===== config.mk =====
export PLATFORM = sky130hd
export DESIGN_NAME = bird_motion_controller
export DESIGN_NICKNAME = d
export VERILOG_FILES = /design/src/rtl/bird_motion_controller.sv
export SDC_FILE = /design/constraint.sdc
export NUM_CORES = 1
export LEC_CHECK = 0
export CAP_MARGIN = 20
export CORE_MARGIN = 4
export CORE_UTILIZATION = 45
export DETAILED_ROUTE_END_ITERATION = 12
export PLACE_DENSITY = 0.74
export SLEW_MARGIN = 30
export SYNTH_ARGS = -nofsm -noshare
export SYNTH_HDL_FRONTEND = slang
export SYNTH_SLANG_ARGS = --single-unit

===== constraint.sdc =====
create_clock -name clk -period 7.9 [get_ports clk]
set_input_delay 0.79 -clock clk [delete_from_list [all_inputs] [get_ports clk]]
set_output_delay 0.79 -clock clk [all_outputs]
set_load 0.01 [all_outputs]

===== src/rtl/bird_motion_controller.sv =====
`default_nettype none
// ============================================================================
// Module   : bird_motion_controller
// Function : Per-frame bird physics (gravity, flap, ceiling/ground clamp) and
//            game-over sequencing; drives the bird_reg word for display.
// Revision : 1.0  initial release
// ============================================================================
module bird_motion_controller #(
   parameter int SCREEN_HEIGHT = 480,
   parameter int BIRD_HEIGHT   = 35,
   parameter int GROUND_Y      = 440,
   parameter int START_Y       = 200,
   parameter int GRAVITY       = 1,
   parameter int FLAP_VEL      = 8,
   parameter int MAX_FALL      = 10
) (
   input  logic        clk,
   input  logic        reset_n,
   input  logic        frame_tick,
   input  logic        flap,
   input  logic        restart,
   input  logic        collision,
   output logic [31:0] bird_reg,
   output logic [7:0]  velocity,
   output logic [1:0]  state,
   output logic        bird_dead
);

   localparam int POS_W = $clog2(SCREEN_HEIGHT);

   typedef enum logic [1:0] {
      ST_IDLE   = 2'b00,
      ST_FLYING = 2'b01,
      ST_DYING  = 2'b10,
      ST_DEAD   = 2'b11
   } state_t;

   localparam logic [POS_W-1:0]  c_start_y    = POS_W'(START_Y);
   localparam logic [POS_W-1:0]  c_ground_pos = POS_W'(GROUND_Y - BIRD_HEIGHT);
   localparam logic signed [10:0] c_ground_sum = 11'(GROUND_Y - BIRD_HEIGHT);
   localparam logic signed [7:0] c_max_fall   = 8'(MAX_FALL);
   localparam logic signed [7:0] c_grav_limit = 8'(MAX_FALL - GRAVITY);
   localparam logic signed [7:0] c_gravity    = 8'(GRAVITY);
   localparam logic signed [7:0] c_flap_vel   = 8'(-FLAP_VEL);

   state_t             r_state;
   logic [POS_W-1:0]   r_pos;
   logic signed [7:0]  r_vel;
   logic               r_flap_meta;
   logic               r_flap_sync;
   logic               r_flap_prev;
   logic               r_flap_pending;
   logic               r_bird_dead;

   logic               w_flap_rise;
   logic               w_apply_flap;
   logic signed [7:0]  w_vel_grav;
   logic signed [7:0]  w_vel_next;
   logic signed [10:0] w_pos_sum;
   logic               w_hit_ground;
   logic [POS_W-1:0]   w_pos_new;
   logic signed [7:0]  w_vel_new;

   always_comb begin
      w_flap_rise  = r_flap_sync & ~r_flap_prev;
      w_apply_flap = r_flap_pending &
                     ((r_state == ST_IDLE) || ((r_state == ST_FLYING) && !collision));
      // Saturate before adding so the sum never leaves the 8-bit range
      w_vel_grav   = (r_vel >= c_grav_limit) ? c_max_fall : (r_vel + c_gravity);
      w_vel_next   = w_apply_flap ? c_flap_vel : w_vel_grav;
      w_pos_sum    = $signed({{(11-POS_W){1'b0}}, r_pos}) +
                     $signed({{3{w_vel_next[7]}}, w_vel_next});
      w_hit_ground = (w_pos_sum >= c_ground_sum);
      w_pos_new    = w_pos_sum[POS_W-1:0];
      w_vel_new    = w_vel_next;
      if (w_pos_sum < 11'sd0) begin
         w_pos_new = '0;
         w_vel_new = '0;
      end else if (w_hit_ground) begin
         w_pos_new = c_ground_pos;
         w_vel_new = '0;
      end
   end

   always_ff @(posedge clk or negedge reset_n) begin
      if (!reset_n) begin
         r_state        <= ST_IDLE;
         r_pos          <= c_start_y;
         r_vel          <= '0;
         r_flap_meta    <= 1'b0;
         r_flap_sync    <= 1'b0;
         r_flap_prev    <= 1'b0;
         r_flap_pending <= 1'b0;
         r_bird_dead    <= 1'b0;
      end else begin
         r_flap_meta <= flap;
         r_flap_sync <= r_flap_meta;
         r_flap_prev <= r_flap_sync;

         if ((r_state == ST_DEAD) && restart) begin
            r_state        <= ST_IDLE;
            r_pos          <= c_start_y;
            r_vel          <= '0;
            r_flap_pending <= 1'b0;
            r_bird_dead    <= 1'b0;
         end else if (frame_tick) begin
            // An edge arriving with the tick survives only if it is not merged into a flap being consumed
            r_flap_pending <= w_flap_rise & ~r_flap_pending;
            case (r_state)
               ST_IDLE: begin
                  if (r_flap_pending) begin
                     r_state <= ST_FLYING;
                     r_pos   <= w_pos_new;
                     r_vel   <= w_vel_new;
                  end
               end
               ST_FLYING, ST_DYING: begin
                  r_pos <= w_pos_new;
                  r_vel <= w_vel_new;
                  if (w_hit_ground) begin
                     r_state     <= ST_DEAD;
                     r_bird_dead <= 1'b1;
                  end else if ((r_state == ST_FLYING) && collision) begin
                     r_state     <= ST_DYING;
                     r_bird_dead <= 1'b1;
                  end
               end
               default: begin
               end
            endcase
         end else begin
            r_flap_pending <= r_flap_pending | w_flap_rise;
         end
      end
   end

   assign bird_reg  = {{(32-POS_W){1'b0}}, r_pos};
   assign velocity  = r_vel;
   assign state     = r_state;
   assign bird_dead = r_bird_dead;

endmodule
`default_nettype wire


== After elaboration in Yosys (flattened, before gate mapping) ==
Index checks and enable logic that the tools add are counted.
Operators by class
  magnitude comparators: 3
  $add $sub $neg: 2
  muxes and demuxes: 27
  reductions and logical operators: 14
  bitwise gates (word level): 6
  equal/unequal tests: 5
Operators by type and width (count)
  8-bit 2-to-1 mux: 7
  9-bit 2-to-1 mux: 5
  9-bit one-hot mux with 2 select lines: 1
  8-bit one-hot mux with 2 select lines: 1
  10-bit by 8-bit adder with 11-bit output: 1
  11-bit by 10-bit >= comparator with 1-bit output (second input constant): 1
  11-bit by 1-bit < comparator with 1-bit output (second input constant): 1
  2-bit 2-to-1 mux: 5
  8-bit by 2-bit adder with 8-bit output (second input constant): 1
  8-bit by 5-bit >= comparator with 1-bit output (second input constant): 1
  1-bit 2-to-1 mux: 7
  3-bit AND reduction: 2
  3-bit nonzero test: 2
  2-bit == test (second input constant): 2
  4-bit inequality test (second input constant): 1
  2-bit one-hot mux with 2 select lines: 1
  4-bit AND reduction: 1
  2-bit nonzero test: 2
  1-bit AND: 3
  1-bit logical AND: 3
  3-bit by 2-bit inequality test with 1-bit output (second input constant): 1
  2-bit by 1-bit == test with 1-bit output (second input constant): 1
  2-bit logical NOT: 1
  1-bit NOT: 2
  other kinds (4): 4
Word-level totals
  bits of input ports: 6
  output and inout port bits: 43
  register bits: 24

== Logic depth before layout (Yosys ltp) ==
  word-level depth: 13
  mapped depth: 16

== Worst setup path after synthesis ==
OpenSTA, ideal clock, no wires.
  path type: register to register
  start: reg r_vel[0], in the netlist velocity[0]
  end: reg r_pos[4]
  setup time: 126 ps
  period minus slack after synthesis: 3505 ps
  data required time: 7774 ps
  slack: 4395 ps
  stages on the path, launching flop included: 13
  arrival time: 3379 ps
  cells stage by stage: dfrtp_1 ha_1 nor2_1 nand2_1 a2111oi_0 nor2_1 or3_1 ha_1 or3_1 a21oi_1 o2111ai_2 a31o_4 a221o_1
On the way
  cells in the longest elaborated chain, start to end: 11
  elaborated cells between the ends (all ways): 13
  those cells by class: 2 x add/sub; 3 x order compare; 8 x mux
Ends and longest elaborated chain
  from (decl): line 48  | logic signed [7:0] r_vel;
  from (signal assigned): line 114  | r_vel <= w_vel_new;
  from (signal assigned): line 119  | r_vel <= w_vel_new;
  8-bit by 2-bit adder with 8-bit output or 8-bit by 5-bit >= comparator with 1-bit output (tied branches): line 69  | w_vel_grav = (r_vel >= c_grav_limit) ? c_max_fall : (r_vel + c_gravity);
  8-bit 2-to-1 mux *: line 69
  8-bit 2-to-1 mux *: line 70  | w_vel_next = w_apply_flap ? c_flap_vel : w_vel_grav;
  10-bit by 8-bit adder with 11-bit output *: line 71  | w_pos_sum = $signed({{(11-POS_W){1'b0}}, r_pos}) +
  11-bit by 10-bit >= comparator with 1-bit output: line 73  | w_hit_ground = (w_pos_sum >= c_ground_sum);
  9-bit 2-to-1 mux: line 79  | end else if (w_hit_ground) begin
  9-bit 2-to-1 mux *: line 76  | if (w_pos_sum < 11'sd0) begin
  9-bit 2-to-1 mux: line 111  | if (r_flap_pending) begin
  9-bit one-hot mux with 2 select lines *: line 109  | case (r_state)
  9-bit 2-to-1 mux *: line 106  | end else if (frame_tick) begin
  9-bit 2-to-1 mux *: line 100  | if ((r_state == ST_DEAD) && restart) begin
  to (signal assigned): line 102  | r_pos <= c_start_y;
  to (signal assigned): line 113  | r_pos <= w_pos_new;
  to (signal assigned): line 118  | r_pos <= w_pos_new;
  to (decl): line 47  | logic [POS_W-1:0] r_pos;
Every way passes the cells marked *; elsewhere a longest branch is shown, timed or not. The select of a mux whose other input is x is not followed.
A chain may end at the register's enable or synchronous reset.

== Worst setup path after layout ==
  start: in collision
  end: reg r_vel[5], in the netlist velocity[5]
On the way
  cells in the longest elaborated chain, start to end: 13
  elaborated cells between the ends (all ways): 14
  those cells by class: 1 x add/sub; 2 x order compare; 7 x mux; 1 x bitwise; 3 x reduce/logical
Ends and longest elaborated chain
  from (decl): line 22  | input logic collision,
  1-bit logical NOT *: line 67  | ((r_state == ST_IDLE) || ((r_state == ST_FLYING) && !collision));
  1-bit logical AND *: line 67
  1-bit logical OR *: line 67
  1-bit AND *: line 66  | w_apply_flap = r_flap_pending &
  8-bit 2-to-1 mux *: line 70
  10-bit by 8-bit adder with 11-bit output: line 71
  11-bit by 10-bit >= comparator with 1-bit output: line 73
  8-bit 2-to-1 mux: line 79
  8-bit 2-to-1 mux *: line 76
  8-bit 2-to-1 mux: line 111
  8-bit one-hot mux with 2 select lines *: line 109
  8-bit 2-to-1 mux *: line 106
  8-bit 2-to-1 mux *: line 100
Marks and branches as above.

==> results.ini <==
[final_layout]
area_growth_pct=14.4
n_antenna_cell=0
layout.nets=263
final_layout_size_suffix_gt1_frac=0.100

[synthesis]
synth_top_flop_cell=dfrtp_1
ys_ff_latch=24
synth_top_cell_by_area=dfrtp_1
yosys.area_share.simple=0.150
synth_xor_area_frac=0.0608
synth_common_cells=buf_4 (23), dfrtp_1 (21), nand2_1 (17)
yosysWarnings=0
syn_inst=213
synthArstFlopShare=1.00
ys_top_cells_by_area=dfrtp_1 (27%), ha_1 (10%), buf_4 (8.7%), dfstp_2 (4.0%), a32o_1 (3.5%)
synth_top_family_by_area=compound AO/OA/AOI/OAI gates
synth_compound_area_frac=0.251
synthesis.area_sq_mm=0.00198
synth_mux_area_frac=0.0114
yosysUniqueCellTypes=52
synthAdderAreaFrac=0.111
synth.top_cell.area_share=0.266
yosysMostFrequentCell=buf_4
avgSynthCellArea_sq_um=9.28
ys_seq_area_frac=0.306
synth-edff-count=0

[detailed_routing]
vias_per_cell=5.73
drc_errors=0
num_vias=1657
first_pass_iters=4
drt-initial-drc-count=132
wl_per_cell_microns=15.8
routed_wl_mm=4.56
drt.antenna.violating_nets=0

[critical_path]
path_buf_inv=1
path_delay_family=compound AO/OA/AOI/OAI gates
end_kind=register
crit_required_ns=8.10
cpMaxStageDelayCell=clkdlybuf4s50_1
crit_fanout=8
start_kind=primary input
crit_chain=clkdlybuf4s50_1 -> nor2b_1 -> o21ai_2 -> nand2_1 -> ha_1 -> a21oi_2 -> mux2_1 -> a31oi_1 -> nand3_1 -> a31oi_2 -> a32o_1
path_depth=11
ff2ff_path_depth=15
path_class=primary input to register
max_stage_delay_ns=0.50
crit_arrival_ns=4.16

[clock_network]
cts_setup_buffers=0
ctsHoldBuffers=0
cts.clk_slew.worst_paths_ns=0.09
numClockSinks=24
cts_max_level=1
clock_path_buffers=2
cts_buffers=3
cts_tree=done
insertion_delay_ns=0.27
ctsResizeCount=0
root_buffer=clkbuf_8

[placement]
io_buffers=25
hpwl_mm=3.45
globalplace.congestion=0.870
place_ws_ns=3.70

[global_route]
grt_max_degree=25
grt_antenna_before_repair=0
track_usage=0.177
grt_pass1_wl_mm=7.67
overflow=0
grt_pass1_vias=1523

[die]
dieArea_sq_mm=0.00552
rows=23
die_y_microns=74.3
core_area_sq_mm=0.00412
start_util=0.480
die_width_microns=74.3
ios=49

[job]
maxCapViolCount=0

[timing]
setup_ws_ns=3.94
clock-skew-final_ns=0.0122
fmax_mhz=252
setup_tns_ns=0
finalSetupViolations=0
period_minus_slack_ns=3.96
relSlewSlack=0.629
worst_pin_slew_ns=0.557
hold_viol=0
drv_slew=0
rsz0062_at_grt=no
finalCritPeriodShare=0.502

[power_and_ir_drop]
p_per_area_mw_per_mm2=450
p_leak_uw=0.000991
peakVddDrop_v=0.000284

[hold_path]
hold_path_class=register to register
hold_depth=0

[run_status]
run_status=finished clean

-- per-stage QoR --
step,utilization,cells,cell area (sq um),power (uW),hold WS (ns)
after floorplan,-,235,2060,710,0.331
after global placement,0.534,285,2200,888,0.333
after detailed placement,0.532,285,2190,901,0.337
after CTS,0.550,289,2260,1010,0.359
after global routing,0.550,289,2260,1110,0.378
final,0.550,289,2260,1020,0.356
-- flip-flops by register name, indices dropped and copies added, names as in the netlist --
name and flops:
r_pos 9, r_flap_pending 1, r_flap_prev 1, state 2, r_flap_sync 1, bird_dead 1, r_flap_meta 1, velocity 8
-- layout make-up --
type | count | area, sq um
Tap cell | 50 | 62.6
Sequential cell | 24 | 604
Fill cell | 380 | 1850
Timing Repair Buffer | 26 | 253
Inverter | 8 | 30.0
Clock buffer | 3 | 41.3
Clock inverter | 1 | 30.0
Multi-Input combinational cell | 177 | 1240
-- layer usage --
metal / part of all wire / GRT usage / routed length (microns)
met1: 0.46 / 0.262 / 2120
met5: 0 / 0 / 0
met4: 0.0066 / 0.0455 / 30
met3: 0.067 / 0.0257 / 305
met2: 0.46 / 0.271 / 2110
-- cell families after synthesis --
kind of cell | after synthesis
AO/OA/AOI/OAI | 63
XOR/XNOR | 12
adder cells (fa/ha/maj) | 17
buffers and inverters | 34
flip-flops | 24
multiplexers | 2
other | 1
AND/OR/NAND/NOR | 60
-- power breakdown --
part / switching (uW) / internal (uW) / total [uW]
clock network: 40.5 / 67.7 / 108
logic: 399 / 295 / 694
registers: 48.3 / 166 / 215
-- path summary, 6_finish.rpt --
check / from / to / slack, ns
max in group asynchronous: reset_n / velocity[3]$_DFFE_PN0P_ / 7.02
setup / recovery: collision / velocity[5]$_DFFE_PN0P_ / 3.94
hold / removal: r_flap_meta$_DFF_PN0_ / r_flap_sync$_DFF_PN0_ / 0.36
min in group asynchronous: reset_n / state[0]$_DFFE_PN0P_ / 0.49
setup reg to reg: velocity[0]$_DFFE_PN0P_ / velocity[0]$_DFFE_PN0P_ / 3.94
hold reg to reg: r_flap_meta$_DFF_PN0_ / r_flap_sync$_DFF_PN0_ / 0.36
-- cells in the final DEF (no fill, tap or decap), types with 2 or more instances in the layout --
master	instances
clkdlybuf4s50_1	24
conb_1	23
dfrtp_1	21
nand2_1	17
ha_1	16
o21ai_0	12
nor2_1	11
a21oi_1	11
nand3_1	9
inv_1	8
a32o_1	7
nand4_1	6
xnor2_1	5
xor2_1	5
o21a_1	4
nor2b_1	3
nand2b_1	3
and3_1	3
a21o_1	3
o31ai_1	3
clkbuf_8	3
dfstp_2	3
or3_1	2
o21ai_1	2
and2_1	2
a21oi_2	2
xnor2_2	2
a311oi_1	2
-- worst register-to-register path, stage by stage (launching register included) --
cell	delay (ns)
dfrtp_1	0.48
ha_1	0.24
nor2_1	0.08
nand2_1	0.06
a2111oi_0	0.39
nor2_1	0.18
nand2b_1	0.23
nor2_1	0.12
ha_1	0.21
fa_1	0.22
a21o_1	0.15
nand4_1	0.24
a32oi_2	0.41
xnor2_2	0.22
nand3_1	0.30
o41ai_2	0.33
No activity file was read; power rests on OpenSTA's default activity.
